`config.mk`:
```
export PLATFORM = sky130hd
export DESIGN_NAME = mac_sequencer
export DESIGN_NICKNAME = d
export VERILOG_FILES = /design/src/rtl/mac_sequencer.sv
export SDC_FILE = /design/constraint.sdc
export NUM_CORES = 1
export LEC_CHECK = 0
export CAP_MARGIN = 40
export CORE_MARGIN = 1.5
export CORE_UTILIZATION = 50
export CTS_CLUSTER_SIZE = 12
export DETAILED_ROUTE_END_ITERATION = 8
export GPL_TIMING_DRIVEN = 0
export PLACE_DENSITY = 0.78
export RECOVER_POWER = 50
export SLEW_MARGIN = 20
export SYNTH_ARGS = -nofsm -noshare
export SYNTH_HDL_FRONTEND = slang
export SYNTH_SLANG_ARGS = --single-unit
```
`constraint.sdc`:
```
create_clock -name clk -period 5.7 [get_ports clk]
set_clock_uncertainty 0.1 [all_clocks]
set_input_delay 0.57 -clock clk [delete_from_list [all_inputs] [get_ports clk]]
set_output_delay 0.57 -clock clk [all_outputs]
set_load 0.03 [all_outputs]
```
`src/rtl/mac_sequencer.sv`:
```
// Dot-product job controller: streams operand pairs into the pipelined
// multiplier, tracks its latency with a tag pipe and accumulates the products.
module mac_sequencer #(
  parameter int unsigned DATA_WIDTH  = 16,
  parameter int unsigned MUL_WIDTH   = 32,
  parameter int unsigned ACC_WIDTH   = 40,
  parameter int unsigned LEN_WIDTH   = 8,
  parameter int unsigned MUL_LATENCY = 1
) (
  input  logic                  clk,
  input  logic                  rst,
  input  logic                  start,
  input  logic [LEN_WIDTH-1:0]  len,
  input  logic                  in_valid,
  input  logic [DATA_WIDTH-1:0] a_in,
  input  logic [DATA_WIDTH-1:0] b_in,
  output logic                  in_ready,
  output logic [DATA_WIDTH-1:0] mul_a,
  output logic [DATA_WIDTH-1:0] mul_b,
  input  logic [MUL_WIDTH-1:0]  mul_p,
  output logic                  busy,
  output logic [ACC_WIDTH-1:0]  result,
  output logic                  result_valid,
  output logic                  overflow
);

  typedef enum logic [1:0] {IDLE, RUN, DRAIN, DONE} state_e;

  state_e                  state_q, state_d;
  logic [LEN_WIDTH-1:0]    len_q, issued_q, issued_inc;
  logic [MUL_LATENCY:0]    tag_q;
  logic [ACC_WIDTH-1:0]    acc_q, result_q;
  logic                    ovf_q;
  logic [DATA_WIDTH-1:0]   mul_a_q, mul_b_q;
  logic [ACC_WIDTH:0]      sum;
  logic                    xfer, last_xfer, tag_out, final_acc, accept;

  assign accept     = (state_q == IDLE) && start;
  assign xfer       = (state_q == RUN) && in_valid;
  assign issued_inc = issued_q + LEN_WIDTH'(1);
  assign last_xfer  = xfer && (issued_inc == len_q);
  // Tag pipe is one stage longer than the multiplier: the operand register
  // itself adds one edge before the multiplier sees the pair.
  assign tag_out    = tag_q[MUL_LATENCY];
  assign final_acc  = (state_q == DRAIN) && tag_out && (tag_q[MUL_LATENCY-1:0] == '0);
  assign sum        = {1'b0, acc_q} + (ACC_WIDTH+1)'(mul_p);

  always_ff @(posedge clk or posedge rst) begin
    if (rst) state_q <= IDLE;
    else     state_q <= state_d;
  end

  always_comb begin
    state_d = state_q;
    case (state_q)
      IDLE:    if (start) state_d = (len == '0) ? DONE : RUN;
      RUN:     if (last_xfer) state_d = DRAIN;
      DRAIN:   if (final_acc) state_d = DONE;
      DONE:    state_d = IDLE;
      default: state_d = IDLE;
    endcase
  end

  always_comb begin
    in_ready     = 1'b0;
    busy         = 1'b1;
    result_valid = 1'b0;
    case (state_q)
      IDLE:    busy = 1'b0;
      RUN:     in_ready = 1'b1;
      DONE:    result_valid = 1'b1;
      default: ;
    endcase
  end

  always_ff @(posedge clk or posedge rst) begin
    if (rst) begin
      len_q    <= '0;
      issued_q <= '0;
      tag_q    <= '0;
      acc_q    <= '0;
      result_q <= '0;
      ovf_q    <= 1'b0;
      mul_a_q  <= '0;
      mul_b_q  <= '0;
    end else begin
      tag_q <= {tag_q[MUL_LATENCY-1:0], xfer};
      if (xfer) begin
        mul_a_q  <= a_in;
        mul_b_q  <= b_in;
        issued_q <= issued_inc;
      end
      if (accept) begin
        len_q    <= len;
        issued_q <= '0;
        acc_q    <= '0;
        ovf_q    <= 1'b0;
        if (len == '0) result_q <= '0;
      end else if (tag_out) begin
        acc_q <= sum[ACC_WIDTH-1:0];
        if (sum[ACC_WIDTH]) ovf_q <= 1'b1;
        if (final_acc) result_q <= sum[ACC_WIDTH-1:0];
      end
    end
  end

  assign mul_a    = mul_a_q;
  assign mul_b    = mul_b_q;
  assign result   = result_q;
  assign overflow = ovf_q;

endmodule

```
* Yosys cells after proc, flatten, opt, wreduce, memory -nomap -nowiden *
Cells that the tools add are included.

storage, ports and cells
  bits of input ports = 76
  output and inout port bits = 76
  word-level logic and storage cells = 53
  register bits = 133

operators by class
  mux-type cells = 19
  eq/ne operators = 8
  reductions and logical operators = 14
  bitwise operators = 1
  add/sub/neg operators = 2

operators with widths
  kind                   number
  $mux W40               6
  $add A40 B32 Y41       1
  $mux W8                2
  $add A8 B1 Y8 const B  1
  $eq A8 B8 Y1           1
  $logic_not A8 Y1       1
  $mux W2                4
  $pmux W2 S4            1
  $reduce_bool A2 Y1     4
  $mux W1                6
  $ne A2 B2 Y1 const B   3
  $reduce_and A3 Y1      2
  $logic_and A1 B1 Y1    5
  $eq A2 B2 Y1 const B   2
  $eq A2 B1 Y1 const B   1
  $logic_not A2 Y1       1
  $ne A2 B1 Y1 const B   1
  $reduce_and A2 Y1      1
  $not A1 Y1             1

* Depth between registers and ports, before layout *
  depth after elaboration = 6
  mapped depth = 11
  depth with buffers taken out = 11

* Least setup slack after synthesis *
No wires, ideal clock.

  path kind = input-to-reg
  start = in mul_p[0]
  end = reg acc_q[34]
  stages on the path = 11
  required time = 5.468 ns
  path buffers = 0
  arrival time = 2.645 ns
  slack = 2.823 ns
  cells stage by stage = ha_1 inv_1 fa_1 and2b_1 o2111ai_1 a21oi_2 nor3_1 o31a_1 a211oi_1 xnor2_1 nor2_1

between the ends
  word-level cells in the longest chain between the ends = 3

ends and longest elaborated chain
  what                  line  text
  from (decl)           20    input logic [MUL_WIDTH-1:0] mul_p,
  $add A40 B32 Y41      46    assign sum = {1'b0, acc_q} + (ACC_WIDTH+1)'(mul_p);
  $mux W40              99    end else if (tag_out) begin
  $mux W40              93    if (accept) begin
  to (signal assigned)  100   acc_q <= sum[ACC_WIDTH-1:0];
  to (decl)             32    logic [ACC_WIDTH-1:0] acc_q, result_q;

Every way passes these cells. The select of a mux whose other input is x is not followed.
A chain may end at the register's enable or synchronous reset.

* Worst setup path after layout *
Same ends and word-level chain as after synthesis.

==> impl_metrics.json <==
{
  "critPathLaunchType": "input port",
  "multiInputGateArea_sq_um": 4010,
  "start_util": 0.518,
  "grt_pass1_vias": 6718,
  "io_buffers": 151,
  "timing.fmax_ghz": 0.301,
  "outcome": "complete, but fails checks",
  "synth_fp_nets": 946,
  "cts_tree": "built",
  "cts.sinks": 133,
  "finalCritPeriodShare": 0.583,
  "clock_path_buffers": 2,
  "synth_edf_count": 0,
  "slew_headroom": -0.776,
  "nets": 1117,
  "grt_max_degree": 75,
  "drive_gt1_frac": 0.0571,
  "pre_cts_ws_ns": 2.01,
  "critPathKind": "input port to flop",
  "dr.first_iter.drc_count": 560,
  "grt_pass1_wl_mm": 33.1,
  "synth_seq_cells": 133,
  "syn_inst": 831,
  "core_area_sq_um": 14600,
  "powerDensity_nw_per_um2": 538,
  "clock_latency_ns": 0.43,
  "yosysWarnings": 0,
  "nFillCells": 1171,
  "leakagePower_nw": 4.60,
  "cts_made_buffers": 17,
  "ys.flop_type": "dfrtp_1",
  "num_vias": 6791,
  "syn2layout_area_growth_pct": 30.9,
  "die-area_sq_um": 15900,
  "cts-hold-fix-buffers": 0,
  "dp_hpwl_mm": 14.5,
  "vdd_drop_max_mv": 0.342,
  "drc": 0,
  "required_ns": 5.89,
  "synth_area_sq_um": 7580,
  "worst_slew_pin_slew_ns": 2.65,
  "arrival_ns": 3.51,
  "async_flop_share": 1.00,
  "post_cts_buffers": 0,
  "synth_cell_types": 67,
  "setup_violations": 0,
  "drt-pass1-iter-count": 5,
  "io_pins": 152,
  "hold_violations": 0,
  "setup_ws_ns": 2.38,
  "hold_path_class": "flop to flop",
  "violations": "max-capacitance violations, max-slew violations",
  "h-tree-depth": 4,
  "finalInstanceArea_sq_um": 9930,
  "setup_tns_ns": 0,
  "utilization": 0.678,
  "antenna_found_initial": 0,
  "die_w_um": 126,
  "cp_max_fo": 8,
  "crit_path_end_kind": "flop",
  "postSynthAreaPerCell_sq_um": 9.13,
  "rsz0062_at_grt": "false",
  "maxSlewViolCount": 60,
  "drv_cap": 1,
  "cts.clk_slew.worst_paths_ns": 0.06,
  "cts_root_buf": "clkbuf_16",
  "rrSetupSlack_ns": 2.65,
  "period_minus_slack_ns": 3.32,
  "placedInstanceArea_sq_um": 9360,
  "wl_per_cell_um": 16.6,
  "rows": 44,
  "ant_nets": 0,
  "regArea_sq_um": 3330,
  "antenna_cells": 0,
  "vias_per_cell": 5.66,
  "grt_overflow_total": 0,
  "drt_wl_total_mm": 19.9,
  "die_y_um": 126,
  "cts.repair.resized": 0,
  "ys_seq_area_frac": 0.439,
  "gp_congestion": 0.939,
  "track_usage": 0.261
}
-- layout make-up --
class | instances | area share
flip-flops and latches | 133 | 0.335
repair buffers | 152 | 0.155
clock inverters | 11 | 0.0126
inverters | 18 | 0.00693
plain buffers | 44 | 0.0179
multi-input cells | 636 | 0.404
well taps | 184 | 0.0232
clock buffers | 21 | 0.0454
-- flip-flops by register name (all words and copies together) (netlist names) --
| name | flops |
|---|---|
| acc_q | 40 |
| tag_q | 2 |
| len_q | 8 |
| mul_b | 16 |
| result | 40 |
| overflow | 1 |
| mul_a | 16 |
| issued_q | 8 |
| state_q | 2 |
-- critical path, stage by stage --
cell and delay [ns]:
clkdlybuf4s50_1 0.47, ha_1 0.16, inv_1 0.05, fa_1 0.39, and2b_1 0.23, o2111ai_1 0.15
a21oi_2 0.34, nor3_1 0.13, o31a_1 0.42, a211oi_1 0.37, xnor2_1 0.17, nor2_1 0.05
-- stage by stage --
stage / power, mW / hold slack, ns / instances
5_1_grt: 5.69 / 0.311 / 1199
6_report: 5.34 / 0.291 / 1199
3_3_place_gp: 4.22 / 0.258 / 1166
2_1_floorplan: 3.37 / 0.255 / 831
3_5_place_dp: 4.28 / 0.275 / 1167
4_1_cts: 5.38 / 0.293 / 1199
-- cell usage after synthesis, drive strengths merged, types with 16 or more instances --
master    n  share of area
a21oi    49          0.033
a22o     24          0.028
buf      16         0.0092
clkbuf   28          0.014
dfrtp   133           0.44
ha       38          0.063
inv      17         0.0084
mux2i    26          0.034
nand2   175          0.087
nand3    16          0.011
nor2     62          0.031
o21ai    36          0.025
xnor2    37          0.043
-- per-layer routing --
layer,global-route usage,up-vias,share of wire
li1,-,3271,-
met1,0.350,3234,0.45
met2,0.409,248,0.46
met3,0.0782,38,0.077
met4,0.0859,0,0.020
met5,0,-,0
-- logic make-up (layout without fill, tap and decap cells) --
logic type	count (synthesis)	in the layout	share of synthesized area
AO/OA/AOI/OAI	194	194	0.180
adder cells (fa/ha/maj)	39	39	0.0653
AND/OR/NAND/NOR	326	326	0.190
buffers and inverters	62	246	0.0323
flip-flops	133	133	0.439
XOR/XNOR	51	51	0.0589
multiplexers	26	26	0.0343
-- cells in the final DEF, fill, tap and decap left out, types with 4 or more instances in the layout --
| master | Yosys | routed |
|---|---|---|
| clkbuf_1 | 26 | 29 |
| o31ai_1 | 8 | 8 |
| a31o_2 | 4 | 4 |
| a211oi_1 | 7 | 7 |
| xnor2_1 | 37 | 37 |
| inv_1 | 17 | 16 |
| clkdlybuf4s50_1 | 0 | 116 |
| ha_1 | 38 | 38 |
| a31oi_1 | 4 | 4 |
| o21ai_0 | 29 | 29 |
| buf_2 | 8 | 8 |
| nand2b_1 | 6 | 6 |
| a21o_1 | 14 | 14 |
| nor2_1 | 62 | 62 |
| or3_1 | 7 | 7 |
| nor2b_1 | 5 | 5 |
| a21oi_1 | 47 | 47 |
| buf_1 | 8 | 8 |
| clkbuf_16 | 0 | 17 |
| a22oi_1 | 4 | 4 |
| o21a_1 | 6 | 6 |
| o21ai_1 | 6 | 6 |
| nand3_1 | 16 | 16 |
| and3_1 | 12 | 12 |
| a22o_1 | 24 | 24 |
| xor2_1 | 14 | 14 |
| o21bai_1 | 5 | 5 |
| dlygate4sd3_1 | 0 | 35 |
| dfrtp_1 | 133 | 133 |
| mux2i_1 | 26 | 26 |
| nor3_1 | 9 | 9 |
| o211ai_1 | 5 | 5 |
| nand2_1 | 175 | 175 |
| nand4_1 | 13 | 13 |
-- final timing paths --
check | start | end | cells after the start
worst max register to register | acc_q[0] | acc_q[34] | 11
min in group asynchronous | rst | result[8] | 2
max in group asynchronous | rst | result[36] | 2
worst min register to register | tag_q[0] | tag_q[1] | 0
worst min-delay path | tag_q[0] | tag_q[1] | 0
worst max-delay path | mul_p[0] | acc_q[34] | 12
-- power by group --
part / leakage (nW) / switching, mW / internal (mW) / total, mW
Clock: 0.278 / 0.423 / 0.656 / 1.08
Sequential: 1.72 / 0.220 / 1.29 / 1.51
Combinational: 2.60 / 1.65 / 1.10 / 2.75
Power figures use the tool's default switching activity.
